## config.mk

```make
export PLATFORM = sky130hd
export DESIGN_NAME = uart_tx_sched
export DESIGN_NICKNAME = d
export VERILOG_FILES = /design/src/rtl/uart_pkg.sv /design/src/rtl/rr_arbiter.sv /design/src/rtl/uart_tx_sched.sv
export SDC_FILE = /design/constraint.sdc
export NUM_CORES = 1
export LEC_CHECK = 0
export BUFFER_PORTS_ARGS = -buffer_cell sky130_fd_sc_hd__buf_2
export CORE_MARGIN = 1
export CORE_UTILIZATION = 58
export CTS_CLUSTER_DIAMETER = 200
export DETAILED_ROUTE_END_ITERATION = 8
export PLACE_DENSITY_LB_ADDON = 0.3
export SETUP_SLACK_MARGIN = 0.1
export SYNTH_ARGS = -nofsm -noshare
export SYNTH_HDL_FRONTEND = slang
export SYNTH_SLANG_ARGS = --single-unit
```

## constraint.sdc

```tcl
create_clock -name clk_i -period 6.35 [get_ports clk_i]
set_input_delay 0.3175 -clock clk_i [delete_from_list [all_inputs] [get_ports clk_i]]
set_output_delay 0.3175 -clock clk_i [all_outputs]
set_load 0.02 [all_outputs]
```

## src/rtl/uart_pkg.sv

```systemverilog
// Shared types for the round-robin uart transmit scheduler.
package uart_pkg;
  localparam int CFG_W = 7;

  typedef enum logic [1:0] {S_IDLE, S_BUSY, S_GAP} sched_state_e;

  typedef struct packed {
    logic [3:0] length;
    logic       parity_type;
    logic       parity_en;
    logic       stop2;
  } uart_cfg_t;
endpackage

```

## src/rtl/rr_arbiter.sv

```systemverilog
// Combinational round-robin pick: first requester at or after ptr, wrapping.
module rr_arbiter #(
  parameter int NUM_REQ = 4
) (
  input  logic [NUM_REQ-1:0]         req,
  input  logic [$clog2(NUM_REQ)-1:0] ptr,
  output logic [NUM_REQ-1:0]         gnt,
  output logic [$clog2(NUM_REQ)-1:0] idx,
  output logic                       any
);
  localparam int IW = $clog2(NUM_REQ);

  always_comb begin
    int k;
    gnt = '0;
    idx = '0;
    any = 1'b0;
    k   = 0;
    for (int i = 0; i < NUM_REQ; i++) begin
      k = int'(ptr) + i;
      if (k >= NUM_REQ) k = k - NUM_REQ;
      if (!any && req[k]) begin
        any    = 1'b1;
        gnt[k] = 1'b1;
        idx    = IW'(k);
      end
    end
  end
endmodule

```

## src/rtl/uart_tx_sched.sv

```systemverilog
// Shares one uart transmitter among NUM_REQ requesters: grant, hold the frame
// on the uart inputs until the synchronized done edge or a timeout, then idle a gap.
module uart_tx_sched
  import uart_pkg::*;
#(
  parameter int NUM_REQ    = 4,
  parameter int TIMEOUT    = 1048576,
  parameter int GAP_CYCLES = 16
) (
  input  logic                       clk_i,
  input  logic                       rst_ni,
  input  logic [NUM_REQ-1:0]         req_valid_i,
  output logic [NUM_REQ-1:0]         req_ready_o,
  input  logic [8*NUM_REQ-1:0]       req_data_i,
  input  logic [CFG_W*NUM_REQ-1:0]   req_cfg_i,
  output logic                       tx_start_o,
  output logic [7:0]                 tx_data_o,
  output logic [3:0]                 length_o,
  output logic                       parity_type_o,
  output logic                       parity_en_o,
  output logic                       stop2_o,
  input  logic                       tx_done_i,
  input  logic                       tx_err_i,
  output logic                       busy_o,
  output logic                       done_o,
  output logic [$clog2(NUM_REQ)-1:0] done_id_o,
  output logic                       err_o,
  output logic                       timeout_o
);
  localparam int IW = $clog2(NUM_REQ);
  localparam int TW = $clog2(TIMEOUT);
  localparam int GW = (GAP_CYCLES < 1) ? 1 : $clog2(GAP_CYCLES + 1);

  sched_state_e                  state;
  logic [IW-1:0]                 rr_ptr, win_idx, id_q;
  logic [NUM_REQ-1:0]            win_gnt;
  logic                          win_any;
  logic [NUM_REQ-1:0][7:0]       data_arr;
  logic [NUM_REQ-1:0][CFG_W-1:0] cfg_arr;
  uart_cfg_t                     cfg_q;
  // [1:0] are the synchronizer, [2] is the edge-detect register
  logic [2:0]                    done_pipe;
  logic [1:0]                    err_pipe;
  logic                          armed, err_seen;
  logic [TW-1:0]                 tcnt;
  logic [GW-1:0]                 gcnt;
  logic                          complete, tmo;

  assign data_arr = req_data_i;
  assign cfg_arr  = req_cfg_i;

  rr_arbiter #(.NUM_REQ(NUM_REQ)) u_arb (
    .req (req_valid_i),
    .ptr (rr_ptr),
    .gnt (win_gnt),
    .idx (win_idx),
    .any (win_any)
  );

  // Grant only in IDLE; reset forces every output low, including this one.
  assign req_ready_o = (state == S_IDLE && rst_ni) ? win_gnt : '0;
  assign busy_o      = (state != S_IDLE);

  assign length_o      = cfg_q.length;
  assign parity_type_o = cfg_q.parity_type;
  assign parity_en_o   = cfg_q.parity_en;
  assign stop2_o       = cfg_q.stop2;

  // armed rejects a done level left high from the previous frame
  assign complete = armed & done_pipe[1] & ~done_pipe[2];
  assign tmo      = (tcnt == TW'(TIMEOUT - 1));

  always_ff @(posedge clk_i or negedge rst_ni) begin
    if (!rst_ni) begin
      state      <= S_IDLE;
      rr_ptr     <= '0;
      id_q       <= '0;
      cfg_q      <= '0;
      tx_data_o  <= '0;
      tx_start_o <= 1'b0;
      done_pipe  <= '0;
      err_pipe   <= '0;
      armed      <= 1'b0;
      err_seen   <= 1'b0;
      tcnt       <= '0;
      gcnt       <= '0;
      done_o     <= 1'b0;
      done_id_o  <= '0;
      err_o      <= 1'b0;
      timeout_o  <= 1'b0;
    end else begin
      done_pipe <= {done_pipe[1:0], tx_done_i};
      err_pipe  <= {err_pipe[0], tx_err_i};
      done_o    <= 1'b0;
      err_o     <= 1'b0;
      timeout_o <= 1'b0;
      case (state)
        S_IDLE: if (win_any) begin
          tx_data_o  <= data_arr[win_idx];
          cfg_q      <= cfg_arr[win_idx];
          id_q       <= win_idx;
          rr_ptr     <= (win_idx == IW'(NUM_REQ - 1)) ? '0 : win_idx + 1'b1;
          tx_start_o <= 1'b1;
          armed      <= 1'b0;
          err_seen   <= 1'b0;
          tcnt       <= '0;
          state      <= S_BUSY;
        end
        S_BUSY: begin
          if (!done_pipe[1]) armed    <= 1'b1;
          if (err_pipe[1])   err_seen <= 1'b1;
          if (complete || tmo) begin
            tx_start_o <= 1'b0;
            done_o     <= 1'b1;
            done_id_o  <= id_q;
            err_o      <= complete ? (err_pipe[1] | err_seen) : 1'b1;
            timeout_o  <= ~complete;
            gcnt       <= '0;
            state      <= S_GAP;
          end else begin
            tcnt <= tcnt + 1'b1;
          end
        end
        S_GAP: begin
          if (gcnt == GW'(GAP_CYCLES)) state <= S_IDLE;
          else                         gcnt  <= gcnt + 1'b1;
        end
        default: state <= S_IDLE;
      endcase
    end
  end
endmodule
```

==> impl_results.md, run 1 <==
- Data arrival, critical path: 4.00 ns
- Leakage component of the power: 1.982 nW
- Number of max-slew violations in the final report: 0
- Kind of start point of the critical path: flip-flop
- Total number of vias: 3,067
- Post-synth cell types: 54
- Area inside the core boundary: 5956 µm²
- Pre-Repair DR Iteration Count: 4
- Setup repair after global routing missed its margin: no
- Post-layout power: 1.963 mW
- Data required time of the worst path: 6.61 ns
- Residual antenna-violating net count after detailed routing: 0
- Global-route wire length before repair: 12.97 mm
- Worst Hold Class: input pin to flip-flop
- P&R area growth vs syn: 18.00%
- Number of global-route vias before repair: 2,855
- Register bit total from synthesis: 59
- Post-layout net count: 513
- Detail-routed via count per cell: 5.932
- H-tree depth: 3
- Pwr/cell area: 459.3 nW/µm²
- Detailed Place HPWL: ~5.6 mm
- Maximum number of pins on one net before global-route repair: 61
- Max-slew headroom at the worst pin: 0.1648
- Ant diodes: 0
- Placed cells: roughly 500
- DIE AREA: approximately 6600 µm²
- DRT iter0 DRCs: 191
- DRC violations left: 0
- Tot GR Track Use: 0.2588
- Total of cells resized after clock tree synthesis: 0
- Post-route cell area: 4273 µm²
- Final period util: 0.5893
- Peak fanout along the critical path: 22
- Bufs on Longest Clock Path: 2
- Total setup buffers inserted after CTS: 0
- Rows: 28
- Reg2Reg Depth: 8
- Area of the mapped netlist: 3621 µm²
- Worst Skew: 0.009529 ns
- Time the worst path needs with I/O delays and setup: between 3 and 4 ns
- Total count of hold-check failures in the final report: 0
- Total CTS buffers: 9
- Share of synthesized registers carrying an async set or reset: 1.000
- Final Wtd Congestion: 0.8487
- Gate count of the mapped netlist: 353
- Non-filler instance count after layout: a little over 500
- Sort of element at the end of the critical path: flip-flop
- Clock transition time at the flip-flop clock pins of the worst setup and hold paths: 0.07 ns
- Count of input and output buffers: 93
- Average wire length per cell after detail routing: 15.11 µm
- Count of hold-fix buffers inserted at cts: 0
- Chip width: 81.02 µm
- Fill count: 460
- Antenna violations before repair: 0
- Layout cell share with drive strength beyond 1: 0.3303
- Final total negative setup slack: 0 ns
- Type of the worst setup path: flip-flop to flip-flop
- Effective utilization at floorplan: 0.6080
- Clock root cell: sky130_fd_sc_hd__clkbuf_8
- CTS Sinks: 59
- Worst Setup EP: length_o[1]
- Die boundary height: 81.02 µm
- Run status: finished clean
- Startpoint of the most critical setup path: rr_ptr[0]
- Total congestion overflow: 0
- Timing-limited maximum frequency: 267.3 MHz
- Transition at the pin with the smallest max-transition slack: 1.233 ns
- Sequential area share after synthesis: 0.4077
- RR Startpoint: rr_ptr[0]
- TritonCTS clock tree: yes
- EDFF count, synth: 0
- Max IR drop VDD: 0.2513 mV
- Total length of routed wires: between 7 and 8 mm
- Synth Flop Type: sky130_fd_sc_hd__dfrtp_1
- Syn_area_per_cell: 10.26 µm²
- Clock Latency Late Sink: 0.34 ns
- Layout Utilization: 0.7174
- Worst reg-to-reg setup slack: approximately 2.6 ns
- I/O Pins: 94
- Ys Warns: 0
- Post-Synthesis Net Count: roughly 430
- Number of setup violations in the final report: 0
- Area after detailed placement: 4060 µm²
- Max_cap viols: 0
- Hold path startpoint: tx_done_i
- Capture instance of the worst register-to-register path: length_o[1]
[cell usage after synthesis, drive strengths merged (9+ instances only)]
library cell  number  area share
a211oi             9       0.019
a221oi            12       0.029
buf               12       0.031
clkbuf            10       0.010
dfrtp             59        0.41
inv                9      0.0093
mux2              17       0.060
mux2i             23       0.064
nand2             23       0.024
nand3             17       0.023
nand4              9       0.016
nor2              42       0.046
o21ai             17       0.031
xor2              12       0.029
[layer usage]
| layer | vias up | GRT usage | wire length (µm) |
|---|---|---|---|
| met3 | 16 | 0.05169 | 389 |
| met5 | - | 0 | 0 |
| li1 | 1476 | - | - |
| met2 | 120 | 0.4303 | 3770 |
| met1 | 1455 | 0.3324 | 3501 |
| met4 | 0 | 0.09643 | 153 |
[worst max-delay path, cell delays in order, from the launching register on]
cell,delay (ns)
sky130_fd_sc_hd__dfrtp_1,0.81
sky130_fd_sc_hd__inv_1,0.28
sky130_fd_sc_hd__ha_1,0.50
sky130_fd_sc_hd__mux4_2,0.62
sky130_fd_sc_hd__nor2b_2,0.29
sky130_fd_sc_hd__nor2_4,0.13
sky130_fd_sc_hd__o21bai_4,0.56
sky130_fd_sc_hd__mux2_4,0.35
sky130_fd_sc_hd__o21ai_2,0.11
[layout make-up]
cell class,count,area (µm²),share of cell area
clock buffer,12,165.2,0.03865
clock inverter,4,47.55,0.01113
inverter,9,33.78,0.007906
multi-input combinational,263,1976,0.4624
sequential,59,1476,0.3455
tap,75,93.84,0.02196
timing repair buffer,95,480.5,0.1124
[state kept, by name, summed over array words and instances (netlist names), 3 cells and up]
register,cells
done_pipe,3
length_o,4
gcnt,5
tx_data_o,8
tcnt,20
[metrics by stage]
step / hold slack (ns) / worst slack [ns]
finish: 0.09170 / 2.608
global route: 0.08448 / 2.291
CTS: 0.08047 / 2.611
detailed placement: 0.3355 / 2.629
global placement: 0.3325 / 2.820
floorplan: 0.02191 / 3.366
[power breakdown]
part	total [mW]	switching (mW)	leakage (nW)	internal, mW
Sequential	0.568	0.0895	0.748	0.478
Combinational	1.04	0.594	1.13	0.442
Clock	0.359	0.147	0.108	0.212
Total	1.96	0.831	1.98	1.13
[cell families after synthesis]
family          Yosys count  synth area share
flops                    59            0.4077
xor+xnor                 16           0.03870
buf+inv                  31           0.05045
compound gates           75            0.1666
fa+ha+maj                 8           0.02764
simple gates            121            0.1666
mux                      43            0.1424
[worst min-delay path by stage]
stage,slack (ns),cells after the start,endpoint
floorplan,0.02,0,armed
global placement,0.33,0,done_pipe[1]
detailed placement,0.34,0,done_pipe[1]
CTS,0.08,1,done_pipe[0]
global route,0.08,1,done_pipe[0]
finish,0.09,1,done_pipe[0]
[placed cells by master, fill, tap and decap left out, types with 2 or more instances in the layout]
cell and count:
sky130_fd_sc_hd__nor2_1 41, sky130_fd_sc_hd__o31ai_1 5, sky130_fd_sc_hd__nor3_1 2, sky130_fd_sc_hd__a211oi_1 9
sky130_fd_sc_hd__ha_1 8, sky130_fd_sc_hd__and3_1 5, sky130_fd_sc_hd__o211ai_1 4, sky130_fd_sc_hd__o21ai_0 10
sky130_fd_sc_hd__inv_1 9, sky130_fd_sc_hd__o21bai_4 2, sky130_fd_sc_hd__dfrtp_1 59, sky130_fd_sc_hd__nor4_1 3
sky130_fd_sc_hd__a22oi_1 4, sky130_fd_sc_hd__a21oi_1 4, sky130_fd_sc_hd__nor2b_1 4, sky130_fd_sc_hd__mux2_2 10
sky130_fd_sc_hd__mux2_4 7, sky130_fd_sc_hd__mux2i_1 23, sky130_fd_sc_hd__o21ai_2 7, sky130_fd_sc_hd__a221oi_1 12
sky130_fd_sc_hd__a211o_1 8, sky130_fd_sc_hd__mux4_2 3, sky130_fd_sc_hd__buf_4 2, sky130_fd_sc_hd__buf_2 93
sky130_fd_sc_hd__clkinv_2 2, sky130_fd_sc_hd__clkbuf_8 12, sky130_fd_sc_hd__nand4_1 9, sky130_fd_sc_hd__nand2b_1 3
sky130_fd_sc_hd__and4_1 2, sky130_fd_sc_hd__nand3_1 17, sky130_fd_sc_hd__xor2_1 12, sky130_fd_sc_hd__xnor2_1 4
sky130_fd_sc_hd__nand2_1 23, sky130_fd_sc_hd__o31a_1 2
Power figures use the tool's default switching activity.
==> inputs of run 2 (changes only) <==
--- a/config.mk
+++ b/config.mk
@@ -7,7 +7,7 @@
 export LEC_CHECK = 0
 export BUFFER_PORTS_ARGS = -buffer_cell sky130_fd_sc_hd__buf_2
 export CORE_MARGIN = 1
-export CORE_UTILIZATION = 58
+export CORE_UTILIZATION = 48
 export CTS_CLUSTER_DIAMETER = 200
 export DETAILED_ROUTE_END_ITERATION = 8
 export PLACE_DENSITY_LB_ADDON = 0.3
==> constraint.sdc (replaced) <==
create_clock -name clk_i -period 3.15 [get_ports clk_i]
set_input_delay 0.1575 -clock clk_i [delete_from_list [all_inputs] [get_ports clk_i]]
set_output_delay 0.1575 -clock clk_i [all_outputs]
set_load 0.02 [all_outputs]
==> run 2 against run 1 <==
The flow now finishes with violations (hold timing). Cell count increased by 6.0%. Fmax is 34% higher. Design area is 1.6% higher.
==> impl_results.md, run 2 (synthesized netlist as in run 1, its figures left out) <==
- Detail-routed via count per cell: 5.509 (-7.1%)
- Clock root cell: sky130_fd_sc_hd__clkbuf_8
- Residual antenna-violating net count after detailed routing: 0 (unchanged)
- Antenna violations before repair: 0 (unchanged)
- Met3 Routed Length: 388 µm (-0.26%)
- Net load switching power: 1.690 mW (+100%)
- Levels on crit path: 8 (unchanged)
- Type of the worst setup path: flip-flop to flip-flop
- Max FFs per register: 20 (unchanged)
- Effective utilization at floorplan: 0.4992 (-0.1088)
- Maximum number of pins on one net before global-route repair: 60 (-1.6%)
- Detailed Place HPWL: 5.712 mm (+2.9%)
- Setup repair after global routing missed its margin: no
- DIE AREA: 7895 µm² (+20%)
- Post-layout net count: 522 (+1.8%)
- Max-slew headroom at the worst pin: 0.3843 (+0.2195)
- Peak fanout along the critical path: 16 (-27%)
- Total CTS buffers: 9 (unchanged)
- Number of setup violations in the final report: 0 (unchanged)
- Worst Skew: 0.006266 ns (-0.003263 ns)
- Max_cap viols: 0 (unchanged)
- Tot GR Track Use: 0.2140 (-0.04483)
- DRC violations left: 0 (unchanged)
- Global-route wire length before repair: 12.81 mm (-1.2%)
- Clock Latency Late Sink: 0.33 ns (about the same)
- Final period util: 0.8868 (+0.2975)
- TritonCTS clock tree: yes
- Count of input and output buffers: 93 (unchanged)
- Layout cell share with drive strength beyond 1: 0.3363 (+0.005986)
- Total congestion overflow: 0 (unchanged)
- Pre-Repair DR Iteration Count: 5 (+1)
- Most common cell after layout, fill and taps aside: sky130_fd_sc_hd__buf_2
- Dominant delay contributor by cell family on the critical path: compound AO/OA/AOI/OAI gates
- Fill count: 639 (+39%)
- Internal power: 2.275 mW (+100%)
- Leakage component of the power: 2.011 nW (+1.5%)
- Ant diodes: 0 (unchanged)
- Area inside the core boundary: 7253 µm² (+22%)
- Final total negative setup slack: 0 ns (unchanged)
- Bufs on Longest Clock Path: 2 (unchanged)
- Number of global-route vias before repair: 2,797 (-2.0%)
- Reg2Reg Depth: 8 (unchanged)
- Kind of start point of the critical path: flip-flop
- Post-route setup slack: 0.3566 ns (-2.252 ns)
- Data arrival, critical path: 3.02 ns (-0.98 ns)
- Average wire length per cell after detail routing: 14.36 µm (-5.0%)
- Rows: 31 (+11%)
- Time the worst path needs with I/O delays and setup: 2.793 ns (-0.9484 ns)
- Detailed-routed wire length on met2: 3.703 mm (-1.8%)
- Regs by FF count: tcnt x20, tx_data_o x8, gcnt x5
- Clock transition time at the flip-flop clock pins of the worst setup and hold paths: 0.07 ns (about the same)
- Top register by number of flip-flops: tcnt
- Sort of element at the end of the critical path: flip-flop
- Total number of vias: 3,019 (-1.6%)
- Total count of hold-check failures in the final report: 5 (+5)
- Part of the power in the clock network: 0.151 (-0.032)
- Run status: complete, but fails checks
- Post-route cell area: 4342 µm² (+1.6%)
- P&R area growth vs syn: 19.90%
- Most used cells in the layout excluding fill and tap cells: 93 x sky130_fd_sc_hd__buf_2, 59 x sky130_fd_sc_hd__dfrtp_1, 41 x sky130_fd_sc_hd__nor2_1
- H-tree depth: 3 (unchanged)
- Slowest cell on the critical path: sky130_fd_sc_hd__o311a_1
- Power share of the sequential group: 0.274 (-0.015)
- Timing-limited maximum frequency: 358.0 MHz (+34%)
- Max IR drop VDD: 0.4808 mV (+91%)
- Worst hold slack: -0.009297 ns (-0.1010 ns)
- Data required time of the worst path: 3.38 ns (-3.23 ns)
- Detailed-route wire length on metal 1: 3.638 mm (+3.9%)
- Worst Hold Class: input pin to async pin
- Delay of the slowest cell on the worst path: 0.81 ns (about the same)
- DRT iter0 DRCs: 122 (-36%)
- Number of max-slew violations in the final report: 0 (unchanged)
- Final Wtd Congestion: 0.8292 (-2.3%)
- Area after detailed placement: 4128 µm² (+1.7%)
- CP bufs+invs: 3 (+2)
- Total of cells resized after clock tree synthesis: 0 (unchanged)
- Chip width: 88.86 µm (+9.7%)
- Pwr/cell area: 913.3 nW/µm² (+99%)
- Comb pwr share: 0.575 (+0.047)
- Violations in the final reports: hold timing
- Crit-path most repeated cell: sky130_fd_sc_hd__inv_1
- Transition at the pin with the smallest max-transition slack: 0.9236 ns (-0.3097 ns)
- Die boundary height: 88.86 µm (+9.7%)
- Placement Setup Slack: 0.2265 ns (-2.402 ns)
- Top metal layer carrying routed signals: met4
- Cell-by-cell listing of the critical path: inv_1 > ha_1 > buf_4 > inv_1 > nor3_1 > o311a_1 > nor2_1 > a211oi_1
- Total length of routed wires: 7.872 mm (+0.74%)
- I/O Pins: 94 (unchanged)
- Fraction of power spent switching nets: 0.4263 (+0.003077)
- CTS Sinks: 59 (unchanged)
==> run 2: area by class of cell <==
class / instances / area (µm²) / share of cell area
clock buffer: 11 / 151.4 / 0.03487
sequential: 59 / 1476 / 0.3401
tap: 99 / 123.9 / 0.02853
inverter: 9 / 33.78 / 0.007781
multi-input combinational: 263 / 1976 / 0.4550
timing repair buffer: 104 / 565.5 / 0.1303
clock inverter: 3 / 15.01 / 0.003458
==> run 2: per-layer routing <==
| layer | vias to the layer above | track usage |
|---|---|---|
| li1 | 1491 | - |
| met1 | 1413 | 0.2801 |
| met2 | 103 | 0.3385 |
| met3 | 12 | 0.04757 |
| met4 | 0 | 0.09971 |
| met5 | - | 0 |
==> run 2: repair_timing <==
| item | 4_1_cts | 5_1_grt |
|---|---|---|
| setup buffers | 0 | 2 |
| hold buffers | 2 | 0 |
| endpoints found under the setup margin | 0 | 15 |
| hold endpoints to repair | 2 | 0 |
==> run 2: path summary, 6_finish.rpt <==
path / start / end / slack (ns)
max: rr_ptr[0] / tx_data_o[1] / 0.36
min: rst_ni / gcnt[1] / -0.009
max reg2reg: rr_ptr[0] / tx_data_o[1] / 0.36
min reg2reg: done_pipe[0] / done_pipe[1] / 0.34
max in group asynchronous: rst_ni / armed / 2.66
min in group clk_i: req_data_i[5] / tx_data_o[5] / 0.16
==> run 2: through the flow <==
| stage | util | power (mW) | cells |
|---|---|---|---|
| global route | 0.5986 | 4.239 | 548 |
| CTS | 0.5948 | 3.919 | 546 |
| floorplan | - | 2.898 | 353 |
| detailed placement | 0.5691 | 3.313 | 530 |
| finish | 0.5986 | 3.965 | 548 |
| global placement | 0.5691 | 3.239 | 530 |
==> run 2: power groups by stage <==
stage / registers, mW / clock network (mW) / logic (mW)
3_5_place_dp: 1.10 / 0 / 2.22
2_1_floorplan: 1.23 / 0 / 1.67
4_1_cts: 1.09 / 0.612 / 2.22
3_3_place_gp: 1.09 / 0 / 2.15
6_report: 1.09 / 0.597 / 2.28
5_1_grt: 1.11 / 0.644 / 2.49
